**config.mk**
```make
export PLATFORM = sky130hd
export DESIGN_NAME = fifo_uart_tx_flat
export DESIGN_NICKNAME = d
export VERILOG_FILES = /design/src/rtl/fifo_uart_tx_if.sv /design/src/rtl/fifo_uart_tx.sv /design/src/flat_wrapper.sv
export SDC_FILE = /design/constraint.sdc
export NUM_CORES = 1
export LEC_CHECK = 0
export BUFFER_PORTS_ARGS = -buffer_cell sky130_fd_sc_hd__buf_2
export CAP_MARGIN = 10
export CORE_ASPECT_RATIO = 0.7
export CORE_MARGIN = 2
export CORE_UTILIZATION = 50
export DETAILED_ROUTE_END_ITERATION = 12
export HOLD_SLACK_MARGIN = 0.05
export PLACE_DENSITY = 0.84
export RECOVER_POWER = 25
export SYNTH_ARGS = -nofsm -noshare
export SYNTH_HDL_FRONTEND = slang
export SYNTH_SLANG_ARGS = --single-unit
export TNS_END_PERCENT = 10
```
**constraint.sdc**
```tcl
create_clock -name clk -period 1.7 [get_ports clk]
set_input_delay 0.17 -clock clk [delete_from_list [all_inputs] [get_ports clk]]
set_output_delay 0.17 -clock clk [all_outputs]
set_load 0.05 [all_outputs]
```
**src/rtl/fifo_uart_tx_if.sv**
```systemverilog
// -----------------------------------------------------------------------------
// fifo_uart_tx_if
// Bundles the FIFO read side and the serial side of the UART transmit stage.
//   fifo_empty  : FIFO empty flag                      (environment -> tx stage)
//   fifo_dout   : FIFO read data, valid after a pop    (environment -> tx stage)
//   tx_enable   : permits new frames to start          (environment -> tx stage)
//   fifo_rd_en  : one-cycle FIFO pop request           (tx stage -> environment)
//   tx          : serial line, idle high               (tx stage -> environment)
//   busy        : high whenever the stage is not idle  (tx stage -> environment)
//   tx_done     : pulse on the last stop-bit cycle     (tx stage -> environment)
// Modports: master = the transmit stage, slave = the FIFO/line side.
// -----------------------------------------------------------------------------
interface fifo_uart_tx_if;
  logic       fifo_empty;
  logic [7:0] fifo_dout;
  logic       tx_enable;
  logic       fifo_rd_en;
  logic       tx;
  logic       busy;
  logic       tx_done;

  modport master (
    input  fifo_empty, fifo_dout, tx_enable,
    output fifo_rd_en, tx, busy, tx_done
  );

  modport slave (
    output fifo_empty, fifo_dout, tx_enable,
    input  fifo_rd_en, tx, busy, tx_done
  );
endinterface

```
**src/rtl/fifo_uart_tx.sv**
```systemverilog
// -----------------------------------------------------------------------------
// fifo_uart_tx
// Pops one byte at a time from an 8-bit synchronous FIFO and shifts it out as
// an asynchronous UART frame (start, 8 data bits LSB first, [parity], stop).
// At most one byte is in flight; a byte is popped once and sent once.
//
// Parameters:
//   CLKS_PER_BIT : clock cycles per serial bit (>= 2)
// Ports:
//   clk   : clock, rising edge
//   reset : asynchronous, active-low reset
//   bus   : fifo_uart_tx_if.master (FIFO read side + serial line + status)
// Build option:
//   UART_TX_PARITY_EN : when defined, an even-parity bit is sent between the
//                       last data bit and the stop bit (11-bit frame).
// -----------------------------------------------------------------------------
module fifo_uart_tx #(
  parameter int CLKS_PER_BIT = 16
) (
  input  logic           clk,
  input  logic           reset,
  fifo_uart_tx_if.master bus
);

  localparam int BAUD_W = $clog2(CLKS_PER_BIT);
  localparam logic [BAUD_W-1:0] BAUD_LAST = BAUD_W'(CLKS_PER_BIT - 1);
  localparam logic [BAUD_W-1:0] BAUD_PRE  = BAUD_W'(CLKS_PER_BIT - 2);

  typedef enum logic [2:0] {
    S_IDLE,
    S_POP,
    S_LOAD,
    S_START,
    S_DATA,
`ifdef UART_TX_PARITY_EN
    S_PARITY,
`endif
    S_STOP
  } state_t;

  state_t            r_state;
  logic              r_tx;
  logic              r_rd_en;
  logic              r_busy;
  logic              r_done;
  logic [7:0]        r_shift;
  logic [2:0]        r_bit;
  logic [BAUD_W-1:0] r_baud;
`ifdef UART_TX_PARITY_EN
  logic              r_parity;
`endif

  logic w_baud_last;
  assign w_baud_last = (r_baud == BAUD_LAST);

  // NOTE: every output is driven straight from a flop, so nothing on the
  // input side of the interface can reach an output combinationally.
  assign bus.fifo_rd_en = r_rd_en;
  assign bus.tx         = r_tx;
  assign bus.busy       = r_busy;
  assign bus.tx_done    = r_done;

  // NOTE: sequential state uses non-blocking assignments only, so every
  // right-hand side below reads the value from before this clock edge.
  always_ff @(posedge clk or negedge reset) begin
    if (!reset) begin
      r_state  <= S_IDLE;
      r_tx     <= 1'b1;
      r_rd_en  <= 1'b0;
      r_busy   <= 1'b0;
      r_done   <= 1'b0;
      r_shift  <= '0;
      r_bit    <= '0;
      r_baud   <= '0;
`ifdef UART_TX_PARITY_EN
      r_parity <= 1'b0;
`endif
    end else begin
      // NOTE: single-cycle pulses default low here and are raised only in
      // the one branch that needs them.
      r_rd_en <= 1'b0;
      r_done  <= 1'b0;

      case (r_state)
        S_IDLE: begin
          r_tx <= 1'b1;
          if (bus.tx_enable && !bus.fifo_empty) begin
            r_rd_en <= 1'b1;
            r_busy  <= 1'b1;
            r_state <= S_POP;
          end
        end

        // The FIFO samples rd_en on this edge; its data is valid in LOAD.
        S_POP: r_state <= S_LOAD;

        S_LOAD: begin
          r_shift  <= bus.fifo_dout;
`ifdef UART_TX_PARITY_EN
          r_parity <= ^bus.fifo_dout;
`endif
          r_tx     <= 1'b0;
          r_baud   <= '0;
          r_state  <= S_START;
        end

        S_START: begin
          if (w_baud_last) begin
            r_baud  <= '0;
            r_bit   <= '0;
            r_tx    <= r_shift[0];
            r_shift <= r_shift >> 1;
            r_state <= S_DATA;
          end else begin
            r_baud <= r_baud + BAUD_W'(1);
          end
        end

        S_DATA: begin
          if (w_baud_last) begin
            r_baud <= '0;
            if (r_bit == 3'd7) begin
`ifdef UART_TX_PARITY_EN
              r_tx    <= r_parity;
              r_state <= S_PARITY;
`else
              r_tx    <= 1'b1;
              r_state <= S_STOP;
`endif
            end else begin
              r_bit   <= r_bit + 3'd1;
              r_tx    <= r_shift[0];
              r_shift <= r_shift >> 1;
            end
          end else begin
            r_baud <= r_baud + BAUD_W'(1);
          end
        end

`ifdef UART_TX_PARITY_EN
        S_PARITY: begin
          if (w_baud_last) begin
            r_baud  <= '0;
            r_tx    <= 1'b1;
            r_state <= S_STOP;
          end else begin
            r_baud <= r_baud + BAUD_W'(1);
          end
        end
`endif

        S_STOP: begin
          if (w_baud_last) begin
            r_baud  <= '0;
            r_busy  <= 1'b0;
            r_state <= S_IDLE;
          end else begin
            r_baud <= r_baud + BAUD_W'(1);
            // Raised one edge early so the registered pulse lands on the
            // final stop-bit cycle.
            if (r_baud == BAUD_PRE) r_done <= 1'b1;
          end
        end

        default: begin
          r_tx    <= 1'b1;
          r_busy  <= 1'b0;
          r_state <= S_IDLE;
        end
      endcase
    end
  end

endmodule

```
**src/flat_wrapper.sv**
```systemverilog
// flat-port wrapper written by rule: the top's interface ports become plain ports
module fifo_uart_tx_flat 
#(
  parameter int CLKS_PER_BIT = 16
)
  (clk, reset, bus_fifo_empty, bus_fifo_dout, bus_tx_enable, bus_fifo_rd_en, bus_tx, bus_busy, bus_tx_done);
  fifo_uart_tx_if bus_i ();
  input  logic clk;
  input  logic reset;
  input wire logic [$bits(bus_i.fifo_empty)-1:0] bus_fifo_empty;
  input wire logic [$bits(bus_i.fifo_dout)-1:0] bus_fifo_dout;
  input wire logic [$bits(bus_i.tx_enable)-1:0] bus_tx_enable;
  output wire logic [$bits(bus_i.fifo_rd_en)-1:0] bus_fifo_rd_en;
  output wire logic [$bits(bus_i.tx)-1:0] bus_tx;
  output wire logic [$bits(bus_i.busy)-1:0] bus_busy;
  output wire logic [$bits(bus_i.tx_done)-1:0] bus_tx_done;
  assign bus_i.fifo_empty = bus_fifo_empty;
  assign bus_i.fifo_dout = bus_fifo_dout;
  assign bus_i.tx_enable = bus_tx_enable;
  assign bus_fifo_rd_en = bus_i.fifo_rd_en;
  assign bus_tx = bus_i.tx;
  assign bus_busy = bus_i.busy;
  assign bus_tx_done = bus_i.tx_done;
  fifo_uart_tx #(.CLKS_PER_BIT(CLKS_PER_BIT)) u_core (.clk(clk), .reset(reset), .bus(bus_i));
endmodule
```
==> qor.json <==
{
  "run_status": {"value": "complete, no violations"},
  "first_iter_violations": {"value": 67},
  "worst-endpoint-required": {"value": 1930, "unit": "ps"},
  "cts_buffer_depth": {"value": 2},
  "synth_cell_types": {"value": 40},
  "synth_seq_area_share": {"value": 45.0, "unit": "%"},
  "floorplan.die.width": {"value": 63.2, "unit": "µm"},
  "design.die.area": {"value": 2870, "unit": "µm²"},
  "timing.critical_path.buf_inv": {"value": 1},
  "synth_commonest_cells": {"value": "21 x dfrtp_1, 12 x nand2_1, 9 x o21ai_0, 9 x o22ai_1, 8 x inv_1"},
  "grt_remaining_overflow": {"value": 0},
  "yosys_warnings": {"value": 0},
  "setup_viol": {"value": 0},
  "first_pass_iters": {"value": 4},
  "synthTopCellsByArea": {"value": "dfrtp_1 43%, ha_1 5.1%, a2bb2oi_1 5.0%"},
  "min-delay-path-class": {"value": "input port to register"},
  "rrSetupSlack": {"value": 70, "unit": "ps"},
  "initial_antenna_violation_count": {"value": 0},
  "synth_area": {"value": 1220, "unit": "µm²"},
  "placementRows": {"value": 14},
  "power.density": {"value": 663, "unit": "nW/µm²"},
  "regToRegStartpoint": {"value": "u_core.r_state[1]$_DFFE_PN0P_"},
  "path_cells": {"value": "and3b_1, or2_1, buf_4, o22ai_1, a2bb2oi_1"},
  "clock_sinks": {"value": 22},
  "maximum_number_of_pins_on_one_net_before_global_route_repair": {"value": 23},
  "die_height": {"value": 45.4, "unit": "µm"},
  "clk_latency_worst_skew_pair": {"value": 320, "unit": "ps"},
  "cell_with_the_largest_stage_delay_on_the_worst_path": {"value": "dfrtp_1"},
  "final_worst_clock_skew": {"value": 13.1, "unit": "ps"},
  "core_area": {"value": 2220, "unit": "µm²"},
  "vias": {"value": 1094},
  "routedWlPerCell": {"value": 16.1, "unit": "µm"},
  "critical_path_class": {"value": "register to register"},
  "max-vdd-ir-drop": {"value": 435, "unit": "µV"},
  "clock-root-buffer": {"value": "clkbuf_4"},
  "power.total": {"value": 997, "unit": "µW"},
  "mappedNetlistNets": {"value": 140},
  "final_slew_violations": {"value": 0},
  "gp_weighted_congestion": {"value": 0.773},
  "avgSynthCellArea": {"value": 9.96, "unit": "µm²"},
  "hold_viol": {"value": 0},
  "cap_viol_max_count": {"value": 0},
  "critical_path_peak_fanout": {"value": 7},
  "total_detailed_routing_wirelength": {"value": 2900, "unit": "µm"},
  "nFillCells": {"value": 172},
  "final_cell_area": {"value": 1500, "unit": "µm²"},
  "cts_made_buffers": {"value": 3},
  "min_period_over_period": {"value": 95.8, "unit": "%"},
  "rsz0062_at_grt": {"value": "no"},
  "initial_core_util": {"value": 55.1, "unit": "%"},
  "maxClockFrequency": {"value": 614, "unit": "MHz"},
  "async_reset_ff_share": {"value": 100, "unit": "%"},
  "avgViaCountPerCell": {"value": 6.08},
  "placed_cell_area": {"value": 1380, "unit": "µm²"},
  "drive_above_1_share": {"value": 31.1, "unit": "%"},
  "clk_pin_slew_worst_paths": {"value": 130, "unit": "ps"},
  "timing.slew.headroom": {"value": 19.3, "unit": "%"},
  "highest_cell_delay_on_the_worst_timing_path": {"value": 480, "unit": "ps"},
  "cp_num_cells": {"value": 5},
  "flow.area_growth_from_synthesis": {"value": 22.7, "unit": "%"},
  "h_tree_levels": {"value": 1},
  "synth_top_flop_cell": {"value": "dfrtp_1"},
  "finalSetupTns": {"value": 0, "unit": "ps"},
  "portBuffers": {"value": 15},
  "antenna_cells": {"value": 0},
  "critical-path-top-delay-family": {"value": "simple AND/OR/NAND/NOR gates"},
  "share_of_the_synthesized_area_in_the_top_cell_type": {"value": 42.9, "unit": "%"},
  "period_minus_slack": {"value": 1630, "unit": "ps"},
  "finish.net_count": {"value": 166},
  "synth-edff-count": {"value": 0},
  "worst_setup_path_end_kind": {"value": "register"},
  "grtUsageTotal": {"value": 20.8, "unit": "%"},
  "grt_pass1_vias": {"value": 997},
  "drtAntennaViolNets": {"value": 0},
  "netlist_instances": {"value": 123},
  "synth_most_common_cell": {"value": "dfrtp_1"},
  "cp.arrival": {"value": 1850, "unit": "ps"},
  "fin_worst_hold_slack": {"value": 111, "unit": "ps"},
  "total_leakage_power": {"value": 0.742, "unit": "nW"},
  "tritoncts_clock_tree": {"value": "built"},
  "synth_seq_cells": {"value": 22},
  "worst_r2r_endpoint": {"value": "u_core.r_shift[1]$_DFFE_PN0P_"},
  "rr_worst_depth": {"value": 5},
  "wire_length_of_the_first_global_routing_pass": {"value": 4520, "unit": "µm"},
  "timing.critical_path.from_type": {"value": "register"},
  "num_io_pins": {"value": 16},
  "post-dp-hpwl": {"value": 2000, "unit": "µm"},
  "cp-startpoint": {"value": "u_core.r_state[1]$_DFFE_PN0P_"},
  "synth_area_leader_cell": {"value": "dfrtp_1"},
  "drcViolationCount": {"value": 0},
  "timing_worst_slew_pin_value": {"value": 1210, "unit": "ps"},
  "worst_setup_path_endpoint": {"value": "u_core.r_shift[1]$_DFFE_PN0P_"}
}
registers in the layout, indices dropped and copies added (netlist names):
name                   flops
u_core.bus.fifo_rd_en      1
u_core.r_shift             8
u_core.bus.tx_done         1
u_core.r_bit               3
u_core.r_baud              4
u_core.r_state             3
u_core.bus.busy            1
u_core.bus.tx              1
layout make-up:
class | instances | area, µm² | area share (%)
multi-input cells | 85 | 646 | 43.0
flip-flops and latches | 22 | 553 | 36.8
repair buffers | 29 | 181 | 12.1
well taps | 32 | 40.0 | 2.66
clock inverters | 1 | 30.0 | 2.00
inverters | 8 | 30.0 | 2.00
clock buffers | 3 | 22.5 | 1.50
power breakdown:
| part | leakage, nW | internal [mW] | switching [mW] | total [mW] |
|---|---|---|---|---|
| logic | 0.458 | 0.0221 | 0.0259 | 0.0480 |
| clock network | 0.0279 | 0.239 | 0.172 | 0.410 |
| registers | 0.256 | 0.533 | 0.00603 | 0.539 |
| total | 0.742 | 0.793 | 0.204 | 0.997 |
what timing repair did:
item                                    in CTS  in global routing
gates resized for setup                      0                 12
endpoints found under the hold margin       21                  0
hold buffers                                 1                  0
setup buffers                                0                  2
endpoints found under the setup margin       0                 14
metal layers:
metal	track usage (%)	part of all wire, %
met5	0	0
met4	4.00	1.3
met3	5.45	8.5
met2	36.4	48
met1	27.0	42
cells by family after synthesis:
logic type	Yosys count	synth area share, %
and+or+nand+nor	31	14.0
AOI/OAI and AO/OA	48	28.8
DFF	22	45.0
buffers and inverters	16	6.23
muxes	1	0.817
adders and majority gates	5	5.11
worst min-delay path, cell delays in order:
cell and delay (ps):
buf_2 90, inv_1 60, o32ai_2 80
cell usage in the layout, fill, tap and decap left out, types with 2 or more instances in the layout:
| master | instances |
|---|---|
| nor2_1 | 3 |
| nor2b_1 | 2 |
| ha_1 | 3 |
| a2bb2oi_2 | 2 |
| buf_2 | 14 |
| clkbuf_4 | 3 |
| a2bb2oi_1 | 5 |
| ha_2 | 2 |
| nand2b_1 | 3 |
| o21ai_0 | 8 |
| dfrtp_1 | 20 |
| o22ai_1 | 9 |
| a32o_1 | 2 |
| nand2_1 | 12 |
| a211oi_1 | 2 |
| inv_1 | 8 |
| a21oi_1 | 7 |
| buf_4 | 13 |
metrics by stage:
step | setup WS (ps) | std cells | utilization, %
3_5_place_dp | 35.2 | 173 | 61.9
2_1_floorplan | 30.0 | 123 | -
6_report | 72.0 | 180 | 67.5
4_1_cts | 7.86 | 178 | 64.7
3_3_place_gp | 118 | 173 | 61.9
5_1_grt | 0.574 | 180 | 67.5
worst min-delay path by stage:
stage	start	to	slack, ps	cells after the start
floorplan	reset	u_core.bus.busy$_DFFE_PN0P_	-130	0
global placement	reset	u_core.r_state[1]$_DFFE_PN0P_	160	1
detailed placement	reset	u_core.r_state[0]$_DFFE_PN0P_	170	1
CTS	bus_fifo_dout[7]	u_core.r_shift[7]$_DFFE_PN0P_	90	3
global route	bus_fifo_dout[7]	u_core.r_shift[7]$_DFFE_PN0P_	110	3
finish	bus_fifo_dout[7]	u_core.r_shift[7]$_DFFE_PN0P_	110	3
Power figures use the tool's default switching activity.
